### src/rtl/vend_controller.sv
// Vending machine transaction sequencer: latches a product ID, collects coins,
// then holds a dispense, refund or error result for a fixed number of cycles.
module vend_controller #(
  parameter int NUM_PRODUCTS = 10,
  parameter int HOLD_CYCLES  = 50000000,
  parameter int IDLE_TIMEOUT = 500000000
) (
  input  logic       clk,
  input  logic       rst,
  input  logic       key_valid,
  input  logic [3:0] key_code,
  input  logic       coin_valid,
  input  logic [3:0] coin_value,
  input  logic       cancel,
  input  logic [3:0] price,
  input  logic       product_avail,
  output logic [3:0] id_sel,
  output logic [3:0] val_tot,
  output logic [3:0] change,
  output logic       release_product,
  output logic       back_money,
  output logic       coin_reject,
  output logic [1:0] err_code,
  output logic [2:0] state_now
);

  localparam int CMAX = (HOLD_CYCLES > IDLE_TIMEOUT) ? HOLD_CYCLES : IDLE_TIMEOUT;
  localparam int TW   = (CMAX > 1) ? $clog2(CMAX) : 1;
  localparam logic [TW-1:0] HOLD_LAST = TW'(HOLD_CYCLES - 1);
  localparam logic [TW-1:0] IDLE_LAST = TW'(IDLE_TIMEOUT - 1);
  localparam logic [4:0]    NP        = 5'(NUM_PRODUCTS);

  typedef enum logic [2:0] {
    IDLE     = 3'b000,
    CHECK    = 3'b001,
    COLLECT  = 3'b010,
    DISPENSE = 3'b011,
    REFUND   = 3'b100,
    ERROR    = 3'b101
  } state_t;

  state_t        state;
  logic [TW-1:0] timer;

  // Credit sum kept one bit wider so bit 4 flags a credit overflow.
  function automatic logic [4:0] coin_sum(input logic [3:0] a, input logic [3:0] b);
    return {1'b0, a} + {1'b0, b};
  endfunction

  logic [4:0] sum;
  logic       coin_ok;
  logic       timed_out;
  logic       abort;

  always_comb begin
    sum       = coin_sum(val_tot, coin_value);
    coin_ok   = coin_valid && !cancel && !sum[4];
    timed_out = (timer == IDLE_LAST);
    // An accepted coin on the terminal cycle rescues the transaction.
    abort     = cancel || (timed_out && !coin_ok);
  end

  assign state_now = state;

  always_ff @(posedge clk) begin
    if (rst) begin
      state           <= IDLE;
      timer           <= '0;
      id_sel          <= '0;
      val_tot         <= '0;
      change          <= '0;
      err_code        <= '0;
      release_product <= 1'b0;
      back_money      <= 1'b0;
      coin_reject     <= 1'b0;
    end else begin
      coin_reject <= 1'b0;
      case (state)
        IDLE: begin
          coin_reject <= coin_valid;
          if (key_valid) begin
            id_sel <= key_code;
            state  <= CHECK;
          end
        end
        CHECK: begin
          coin_reject <= coin_valid;
          timer       <= '0;
          if ({1'b0, id_sel} >= NP) begin
            state    <= ERROR;
            err_code <= 2'b01;
          end else if (!product_avail) begin
            state    <= ERROR;
            err_code <= 2'b10;
          end else if (price == 4'd0) begin
            state           <= DISPENSE;
            release_product <= 1'b1;
            change          <= '0;
          end else begin
            state <= COLLECT;
          end
        end
        COLLECT: begin
          if (abort) begin
            coin_reject <= coin_valid;
            timer       <= '0;
            if (val_tot != 4'd0) begin
              state      <= REFUND;
              back_money <= 1'b1;
              change     <= val_tot;
            end else begin
              state    <= ERROR;
              err_code <= 2'b11;
            end
          end else if (coin_ok) begin
            val_tot <= sum[3:0];
            timer   <= '0;
            if (sum >= {1'b0, price}) begin
              state           <= DISPENSE;
              release_product <= 1'b1;
              change          <= sum[3:0] - price;
            end
          end else begin
            coin_reject <= coin_valid;
            timer       <= timer + 1'b1;
          end
        end
        DISPENSE, REFUND, ERROR: begin
          coin_reject <= coin_valid;
          if (timer == HOLD_LAST) begin
            state           <= IDLE;
            timer           <= '0;
            id_sel          <= '0;
            val_tot         <= '0;
            change          <= '0;
            err_code        <= '0;
            release_product <= 1'b0;
            back_money      <= 1'b0;
          end else begin
            timer <= timer + 1'b1;
          end
        end
        default: begin
          state <= IDLE;
        end
      endcase
    end
  end

endmodule

### config.mk
export PLATFORM = sky130hd
export DESIGN_NAME = vend_controller
export DESIGN_NICKNAME = d
export VERILOG_FILES = /design/src/rtl/vend_controller.sv
export SDC_FILE = /design/constraint.sdc
export NUM_CORES = 1
export LEC_CHECK = 0
export CAP_MARGIN = 0
export CORE_UTILIZATION = 45
export DETAILED_ROUTE_END_ITERATION = 16
export GPL_TIMING_DRIVEN = 1
export HOLD_SLACK_MARGIN = 0.05
export PLACE_DENSITY = 0.69
export SYNTH_ARGS = -nofsm -noshare
export SYNTH_HDL_FRONTEND = slang
export SYNTH_SLANG_ARGS = --single-unit
### constraint.sdc
create_clock -name clk -period 8.3 [get_ports clk]
set_clock_uncertainty 0.05 [all_clocks]
set_input_delay 1.66 -clock clk [delete_from_list [all_inputs] [get_ports clk]]
set_output_delay 1.66 -clock clk [all_outputs]
set_load 0.01 [all_outputs]
### After elaboration in Yosys (flattened, before gate mapping)

Cells that the tools add are included.

* flip-flop bits (word level): 49
* input port bits: 18
* output and inout bits: 20

* $add $sub $neg: 3
* $lt $le $gt $ge: 2
* equality and inequality tests: 22
* mux-type cells: 48
* reduce and logical (&&, ||, !) cells: 22

Operators by type and width (count)
* 29-bit two-way mux: 3
* 29-bit case mux with 3 select lines: 1
* 4-bit two-way mux: 11
* 29-bit by 1-bit adder with 29-bit output (second input constant): 1
* 29-bit by 26-bit == test with 1-bit output (second input constant): 1
* 29-bit == test (second input constant): 1
* 2-bit inequality test (second input constant): 11
* 3-bit two-way mux: 7
* 4-bit case mux with 2 select lines: 2
* 8-bit AND reduction: 2
* 1-bit two-way mux: 13
* 3-bit inequality test (second input constant): 4
* 3-bit case mux with 4 select lines: 1
* 4-bit case mux with 3 select lines: 1
* 4-bit AND reduction: 3
* 2-bit two-way mux: 5
* 3-bit by 2-bit == test with 1-bit output (second input constant): 2
* 3-bit == test (second input constant): 2
* 2-bit case mux with 3 select lines: 1
* 4-bit by 4-bit adder with 5-bit output: 1
* 5-bit by 4-bit >= comparator with 1-bit output: 1
* 5-bit AND reduction: 1
* 5-bit OR reduction: 1
* 4-bit >= comparator (second input constant): 1
* 14 further kinds: 20

### Depth between registers and ports, before layout

Gate-level depths: netlist (run 1).

* depth after elaboration: 8
* depth in mapped cells: 10
* mapped depth without buffers: 10

### Worst setup path before layout (run 1)

Ideal clock, no wire load.

* path kind: input-to-reg
* start point: input coin_value[0]
* end point: register change[0]
* library setup time: 0.086 ns
* data arrival time: 3.973 ns
* required time: 8.164 ns
* slack: 4.192 ns
* cell stages on the path: 10
* buffers on the path: 0
* path through: ha_1 > fa_1 > xor2_1 > ha_1 > or2_2 > a21oi_1 > a21oi_1 > a221o_1 > and2_1 > a211oi_1

* word-level cells in the longest chain between the ends: 8
* elaborated cells between the ends (all ways): 16
* those cells by class: add/sub: 2; order compare: 1; eq/ne: 3; mux: 4; reduce/logical: 6

RTL lines
* from (decl): RTL line 13 `input logic [3:0] coin_value,`
* 4-bit by 4-bit adder with 5-bit output *: RTL line 47 `return {1'b0, a} + {1'b0, b};`
* branches (longest 7 deep; another with 4-bit subtractor)
* to (signal assigned): RTL line 110 `change <= val_tot;`
* to (signal assigned): RTL line 121 `change <= sum[3:0] - price;`
* to (decl): RTL line 19 `output logic [3:0] change,`

Every way passes the cells marked *. The select of a mux whose other input is x is not followed.
A chain may end at the register's enable or synchronous reset.

### Worst setup path after layout (run 1)

Same ends and word-level chain as after synthesis.

==> results.md, run 1 <==
* Run status: finished, final reports clean
* Standby leakage power at 0.00126 µW
* Total gr overflow at 0
* Number of library cell types mapped by synthesis at 59
* # H-tree levels at 2
* Largest net degree at the start of global routing at 47
* Placed cells at 517
* Post-detailed-route wirelength per cell at 16.6 µm
* Setup repair after global routing missed its margin: no
* Number of rows in the core area at 30
* Most frequently used cell type in the post-synthesis netlist: sky130_fd_sc_hd__dfxtp_1
* Path category of the worst min-delay check: reg -> reg
* CTS tree: done
* Max-slew violation count at 0
* Cell accounting for the most synthesized area: sky130_fd_sc_hd__dfxtp_1
* Mean instance size in the synthesized netlist at 7.91 µm²
* Worst hold slack after final layout at 0.442 ns
* Slew at the pin with the worst max-slew slack at 0.919 ns
* Root buffer cell: sky130_fd_sc_hd__clkbuf_8
* Clock Path Buffers at 2
* Number of filler cells placed in the layout at 665
* List of most frequent post-synthesis cells: sky130_fd_sc_hd__dfxtp_1 (49), sky130_fd_sc_hd__nand2_1 (37), sky130_fd_sc_hd__a31oi_1 (28)
* Number of DRC markers after the initial detailed-route iteration at 262
* Sequential cell area fraction in the yosys report at 0.309
* Critical path data arrival time at 4.65 ns
* Die Wd at 86.0 µm
* Number of I/O port buffers at 37
* Count of antenna-violating nets left after detailed routing at 0
* Final period util at 0.539
* Non-Filler Instances at 525
* Vertical extent of the die at 86.0 µm
* DR vias/cell at 6.23
* Area growth from synthesis to final layout at 15.6%
* Final hold violations at 0
* Dominant register cell in the synthesized netlist: sky130_fd_sc_hd__dfxtp_1
* GRT Util Overall at 0.244
* # nets final at 457
* Min setup slack post-route at 3.82 ns
* Core Area at 6790 µm²
* Clock latency on the worst-skew pair at 0.31 ns
* Required @ worst endpoint at 8.47 ns
* DRC errors left at 0
* Max-capacitance violation count at 0
* Post-CTS resize count at 0
* Clock Sinks at 49
* Accumulated negative setup slack at 0 ns
* Number of buffers created by CTS at 5
* Leading cell types by total area after synthesis: sky130_fd_sc_hd__dfxtp_1 (31%), sky130_fd_sc_hd__a31oi_1 (5.5%), sky130_fd_sc_hd__nand2_1 (4.4%), sky130_fd_sc_hd__a21oi_1 (3.8%), sky130_fd_sc_hd__ha_1 (3.5%)
* Highest clock frequency the design can meet at 223 MHz
* Number of synthesized register bits at 49
* Via count of the first global-routing pass at 2972
* Power density relative to cell area at 205 nW/µm²
* Number of buffers inserted for hold repair after clock tree synthesis at 0
* Die area at 7400 µm²
* CP startpoint kind: input port
* Global placer's final weighted congestion at 0.944
* Worst IR drop on VDD at 0.200 mV
* Initial antenna violation count at 0
* Half-perimeter wire length after placement at 6.21 mm
* Total wire length after detailed routing at 8.71 mm
* Final critical delay including setup and external delays at 4.48 ns
* Ys Warns at 0
* Proportion of synthesized flip-flops having asynchronous set or reset at 0
* First-pass GRT wire length at 14.7 mm
* Setup violators final at 0
* Number of enable flip-flop cells after synthesis at 0
* Mapped Cells at 402
* Vias at 3272
* Post-CTS setup repair buffer count at 0
* First-pass iteration count of the detailed router at 5
* Worst setup timing slack at the placement stage at 3.52 ns
* Proportion of layout cells with a drive suffix above 1 at 0.0420
* Category of the critical setup timing path: in -> reg
* Synthesized cell area at 3180 µm²
* Diodes inserted at 0
* Share of the core filled with cells at 0.541
* Clock slew seen by the registers of the worst setup and hold paths at 0.09 ns
* Share of the synthesized area in the top cell type at 0.309
* Maximum fanout encountered on the critical timing path at 5
* Initial Util at 0.468
* CP Capture Type: flip-flop
* Syn_nets at 431
* Max transition margin at 0.382
* Top Ports at 38
==> stage by stage <==
step | total power (µW) | instance area, µm²
global placement | 614 | 3590
global route | 806 | 3670
CTS | 756 | 3670
floorplan | 508 | 3180
detailed placement | 617 | 3590
finish | 754 | 3670
==> state kept, by name (all words and copies together) (netlist names) <==
| name | flops |
|---|---|
| id_sel | 4 |
| release_product | 1 |
| coin_reject | 1 |
| err_code | 2 |
| val_tot | 4 |
| back_money | 1 |
| state_now | 3 |
| change | 4 |
| timer | 29 |
==> logic make-up after synthesis <==
kind of cell / Yosys count / synth area share
and+or+nand+nor: 175 / 0.301
AOI/OAI and AO/OA: 118 / 0.259
DFF: 49 / 0.309
buffers and inverters: 39 / 0.0524
adders and majority gates: 11 / 0.0480
xor gates and xnor gates: 6 / 0.0165
muxes: 4 / 0.0146
==> cells in the final DEF, fill, tap and decap left out, types with 3 or more instances in the layout <==
| master | synthesis | layout |
|---|---|---|
| sky130_fd_sc_hd__a31oi_1 | 28 | 28 |
| sky130_fd_sc_hd__dfxtp_1 | 49 | 49 |
| sky130_fd_sc_hd__nor3_1 | 14 | 14 |
| sky130_fd_sc_hd__clkdlybuf4s50_1 | 0 | 37 |
| sky130_fd_sc_hd__ha_1 | 9 | 9 |
| sky130_fd_sc_hd__inv_1 | 17 | 17 |
| sky130_fd_sc_hd__nand4_1 | 12 | 12 |
| sky130_fd_sc_hd__xor2_1 | 4 | 4 |
| sky130_fd_sc_hd__or4_1 | 4 | 4 |
| sky130_fd_sc_hd__clkbuf_1 | 15 | 3 |
| sky130_fd_sc_hd__clkbuf_8 | 0 | 5 |
| sky130_fd_sc_hd__o21ai_0 | 9 | 9 |
| sky130_fd_sc_hd__nand3b_1 | 4 | 4 |
| sky130_fd_sc_hd__nand2_1 | 37 | 37 |
| sky130_fd_sc_hd__o21a_1 | 4 | 4 |
| sky130_fd_sc_hd__nand2b_1 | 3 | 3 |
| sky130_fd_sc_hd__nand3_1 | 20 | 20 |
| sky130_fd_sc_hd__and3_1 | 10 | 10 |
| sky130_fd_sc_hd__nor4b_1 | 5 | 5 |
| sky130_fd_sc_hd__o31ai_1 | 5 | 5 |
| sky130_fd_sc_hd__nor2b_1 | 3 | 3 |
| sky130_fd_sc_hd__and2_1 | 4 | 4 |
| sky130_fd_sc_hd__nor4_1 | 8 | 8 |
| sky130_fd_sc_hd__buf_4 | 0 | 3 |
| sky130_fd_sc_hd__nor2_1 | 23 | 23 |
| sky130_fd_sc_hd__a21oi_1 | 24 | 24 |
| sky130_fd_sc_hd__and4_1 | 6 | 6 |
| sky130_fd_sc_hd__or3_1 | 15 | 15 |
| sky130_fd_sc_hd__a22oi_1 | 6 | 6 |
| sky130_fd_sc_hd__a22o_1 | 4 | 4 |
| sky130_fd_sc_hd__a21o_1 | 6 | 6 |
| sky130_fd_sc_hd__a211oi_1 | 8 | 8 |
| sky130_fd_sc_hd__o211ai_1 | 3 | 3 |
==> power breakdown <==
part	switching, µW	total [µW]	internal [µW]
logic	190	317	127
registers	35.7	298	262
clock network	78.8	139	60.1
total	305	754	449
==> worst paths after layout <==
kind | cells after the start | slack (ns) | startpoint | to
max | 11 | 3.82 | coin_value[0] | change[0]$_SDFFE_PP0P_
min | 2 | 0.44 | err_code[1]$_SDFFE_PP0P_ | err_code[1]$_SDFFE_PP0P_
max reg2reg | 10 | 5.19 | val_tot[0]$_SDFFE_PP0P_ | change[0]$_SDFFE_PP0P_
min reg2reg | 2 | 0.44 | err_code[1]$_SDFFE_PP0P_ | err_code[1]$_SDFFE_PP0P_
==> area by class of cell <==
cell class / instances / area (µm²) / area share
sequential: 49 / 981 / 0.267
inverter: 18 / 67.6 / 0.0184
multi-input combinational: 314 / 2030 / 0.553
timing repair buffer: 40 / 393 / 0.107
tap: 96 / 120 / 0.0327
clock buffer: 8 / 80.1 / 0.0218
==> metal layers <==
| layer | global-route usage | vias up | wire length [µm] |
|---|---|---|---|
| li1 | - | 1592 | - |
| met1 | 0.359 | 1553 | 4250 |
| met2 | 0.381 | 120 | 3880 |
| met3 | 0.0366 | 7 | 520 |
| met4 | 0.0424 | 0 | 55 |
| met5 | 0 | - | 0 |
==> critical path, cell delays in order <==
cell	delay (ns)
sky130_fd_sc_hd__clkdlybuf4s50_1	0.41
sky130_fd_sc_hd__ha_1	0.22
sky130_fd_sc_hd__fa_1	0.41
sky130_fd_sc_hd__xor2_1	0.25
sky130_fd_sc_hd__ha_1	0.32
sky130_fd_sc_hd__or2_2	0.29
sky130_fd_sc_hd__a21oi_1	0.15
sky130_fd_sc_hd__a21oi_1	0.09
sky130_fd_sc_hd__a221o_1	0.43
sky130_fd_sc_hd__and2_1	0.21
sky130_fd_sc_hd__a211oi_1	0.20
Note: power is estimated with default switching activity, not from simulation.
==> run 2: changes to the inputs <==
- PLACE_DENSITY: 0.69 -> 0.71
- clock period: 8.3 -> 3.8 ns (I/O delays scaled with it)
==> run 2 against run 1 <==
Clock-buffer cell count unchanged. Total power up 120%. Critical endpoint is now change[3]$_SDFFE_PP0P_. Register-to-register slack got worse by 4.5 ns. Highest routed layer unchanged. Largest cell class unchanged.
==> results.md, run 2 (synthesized netlist as in run 1, its figures left out) <==
* Run status: finished, final reports clean
* Reg with most FFs: timer
* Vias at 3254 (-0.55%)
* # H-tree levels at 2 (unchanged)
* Final hold violations at 0 (unchanged)
* Worst setup timing slack at the placement stage at -0.0890 ns (-3.61 ns)
* Highest-count cells in the layout ignoring fill and taps: sky130_fd_sc_hd__dfxtp_1 (49), sky130_fd_sc_hd__nand2_1 (37), sky130_fd_sc_hd__clkdlybuf4s50_1 (37)
* Standby leakage power at 0.00129 µW (+1.9%)
* Category of the critical setup timing path: in -> reg
* Crit path to: change[3]$_SDFFE_PP0P_
* CP startpoint kind: input port
* Vertical extent of the die at 86.0 µm (unchanged)
* Largest net degree at the start of global routing at 46 (-2.1%)
* Clock slew seen by the registers of the worst setup and hold paths at 0.09 ns (about the same)
* Number of I/O port buffers at 37 (unchanged)
* Path category of the worst min-delay check: reg -> reg
* Placed cells at 522 (+0.97%)
* Worst IR drop on VDD at 0.263 mV (+32%)
* Area taken by flip-flops and latches at 981 µm² (unchanged)
* Maximum fanout encountered on the critical timing path at 5 (unchanged)
* Die area at 7400 µm² (unchanged)
* Number of filler cells placed in the layout at 648 (-2.6%)
* Worst-case register-to-register setup slack at 0.70 ns (-4.49 ns)
* Leading cell type in the layout, fill and taps excluded: sky130_fd_sc_hd__dfxtp_1
* DR vias/cell at 6.14 (-1.5%)
* Source of the worst register-to-register timing path: val_tot[0]$_SDFFE_PP0P_
* CTS tree: done
* Core Area at 6790 µm² (unchanged)
* Launch point of the critical path: coin_value[0]
* Clock Sinks at 49 (unchanged)
* DRC errors left at 0 (unchanged)
* CP Capture Type: flip-flop
* Placed cell areas at 3630 µm² (+1.0%)
* Register-to-Register Path Depth at 10 (unchanged)
* First-pass iteration count of the detailed router at 5 (unchanged)
* Required @ worst endpoint at 3.96 ns (-4.51 ns)
* Max-slew violation count at 0 (unchanged)
* Number of DRC markers after the initial detailed-route iteration at 234 (-11%)
* Total gr overflow at 0 (unchanged)
* Area growth from synthesis to final layout at 16.7%
* Post-CTS setup repair buffer count at 0 (unchanged)
* Total area of multi-input combinational cells at 2030 µm² (unchanged)
* Top Ports at 38 (unchanged)
* First-pass GRT wire length at 14.3 mm (-3.0%)
* Die Wd at 86.0 µm (unchanged)
* Final period util at 0.941
* Proportion of layout cells with a drive suffix above 1 at 0.0530 (+0.0110)
* Initial Util at 0.468 (unchanged)
* Highest clock frequency the design can meet at 280 MHz
* Post-CTS resize count at 0 (unchanged)
* Critical register-to-register path endpoint: change[3]$_SDFFE_PP0P_
* Number of buffers created by CTS at 5 (unchanged)
* Setup repair after global routing missed its margin: no
* Clock Path Buffers at 2 (unchanged)
* Total wire length after detailed routing at 8.78 mm (+0.82%)
* Count of antenna-violating nets left after detailed routing at 0 (unchanged)
* Setup violators final at 0 (unchanged)
* Max transition margin at 0.395 (+0.0130)
* Half-perimeter wire length after placement at 6.17 mm (-0.64%)
* Clock latency on the worst-skew pair at 0.31 ns (about the same)
* Post-route cell area at 3710 µm² (+1.0%)
* Via count of the first global-routing pass at 2824 (-5.0%)
* Critical path data arrival time at 3.74 ns (-0.91 ns)
* Slew at the pin with the worst max-slew slack at 0.899 ns (-0.0207 ns)
* Diodes inserted at 0 (unchanged)
* Share of the core filled with cells at 0.546 (+0.00553)
* # nets final at 462 (+1.1%)
* Non-Filler Instances at 530 (+0.95%)
* Initial antenna violation count at 0 (unchanged)
* Min setup slack post-route at 0.224 ns (-3.60 ns)
* Global placer's final weighted congestion at 0.907 (-3.9%)
* Root buffer cell: sky130_fd_sc_hd__clkbuf_8
* Number of buffers inserted for hold repair after clock tree synthesis at 0 (unchanged)
* Final critical delay including setup and external delays at 3.58 ns
* GRT Util Overall at 0.242 (-0.00289)
* Number of rows in the core area at 30 (unchanged)
* Number of flip-flops in the largest register at 29 (unchanged)
* Power density relative to cell area at 449 nW/µm² (+120%)
* Max-capacitance violation count at 0 (unchanged)
* Post-detailed-route wirelength per cell at 16.6 µm (-0.14%)
[run 2: worst min-delay path by stage]
stage | start | to | slack [ns] | cells after the start
floorplan | timer[25]$_SDFFE_PP0N_ | timer[25]$_SDFFE_PP0N_ | 0.41 | 2
CTS | err_code[1]$_SDFFE_PP0P_ | err_code[1]$_SDFFE_PP0P_ | 0.44 | 2
detailed placement | id_sel[0]$_SDFFE_PP0P_ | id_sel[0]$_SDFFE_PP0P_ | 0.41 | 1
global route | err_code[1]$_SDFFE_PP0P_ | err_code[1]$_SDFFE_PP0P_ | 0.47 | 2
finish | err_code[1]$_SDFFE_PP0P_ | err_code[1]$_SDFFE_PP0P_ | 0.43 | 2
global placement | id_sel[0]$_SDFFE_PP0P_ | id_sel[0]$_SDFFE_PP0P_ | 0.41 | 1
[run 2: power by group]
part           switching, µW  internal, µW  total, µW
clock                    175           131        307
combinational            423           288        711
sequential              77.2           572        649
total                    675           991       1670
[run 2: layout make-up]
| type | instances | share of cell area |
|---|---|---|
| Tap cell | 96 | 0.0324 |
| Inverter | 18 | 0.0182 |
| Multi-Input combinational cell | 314 | 0.547 |
| Clock buffer | 8 | 0.0216 |
| Sequential cell | 49 | 0.264 |
| Timing Repair Buffer | 45 | 0.116 |
[run 2: stage by stage]
step | total power, µW | hold slack [ns] | setup TNS, ns
2_1_floorplan | 1110 | 0.408 | 0
3_3_place_gp | 1350 | 0.414 | 0
3_5_place_dp | 1360 | 0.410 | -0.224
4_1_cts | 1660 | 0.436 | 0
5_1_grt | 1760 | 0.469 | 0
6_report | 1670 | 0.434 | 0
[run 2: worst max-delay path, stage by stage]
cell                              delay [ns]
sky130_fd_sc_hd__clkdlybuf4s50_1        0.41
sky130_fd_sc_hd__ha_1                   0.22
sky130_fd_sc_hd__fa_1                   0.41
sky130_fd_sc_hd__xor2_1                 0.24
sky130_fd_sc_hd__ha_1                   0.29
sky130_fd_sc_hd__or2_2                  0.28
sky130_fd_sc_hd__a21oi_1                0.15
sky130_fd_sc_hd__a21oi_1                0.10
sky130_fd_sc_hd__a221o_1                0.44
sky130_fd_sc_hd__and2_1                 0.21
sky130_fd_sc_hd__a211oi_1               0.22
[run 2: routing by layer]
metal  up-vias  routed length, µm  GRT usage
met3        10                617     0.0423
li1       1609                  -          -
met2       124               3830      0.374
met1      1511               4240      0.349
met4         0                 99     0.0530
met5         -                  0          0
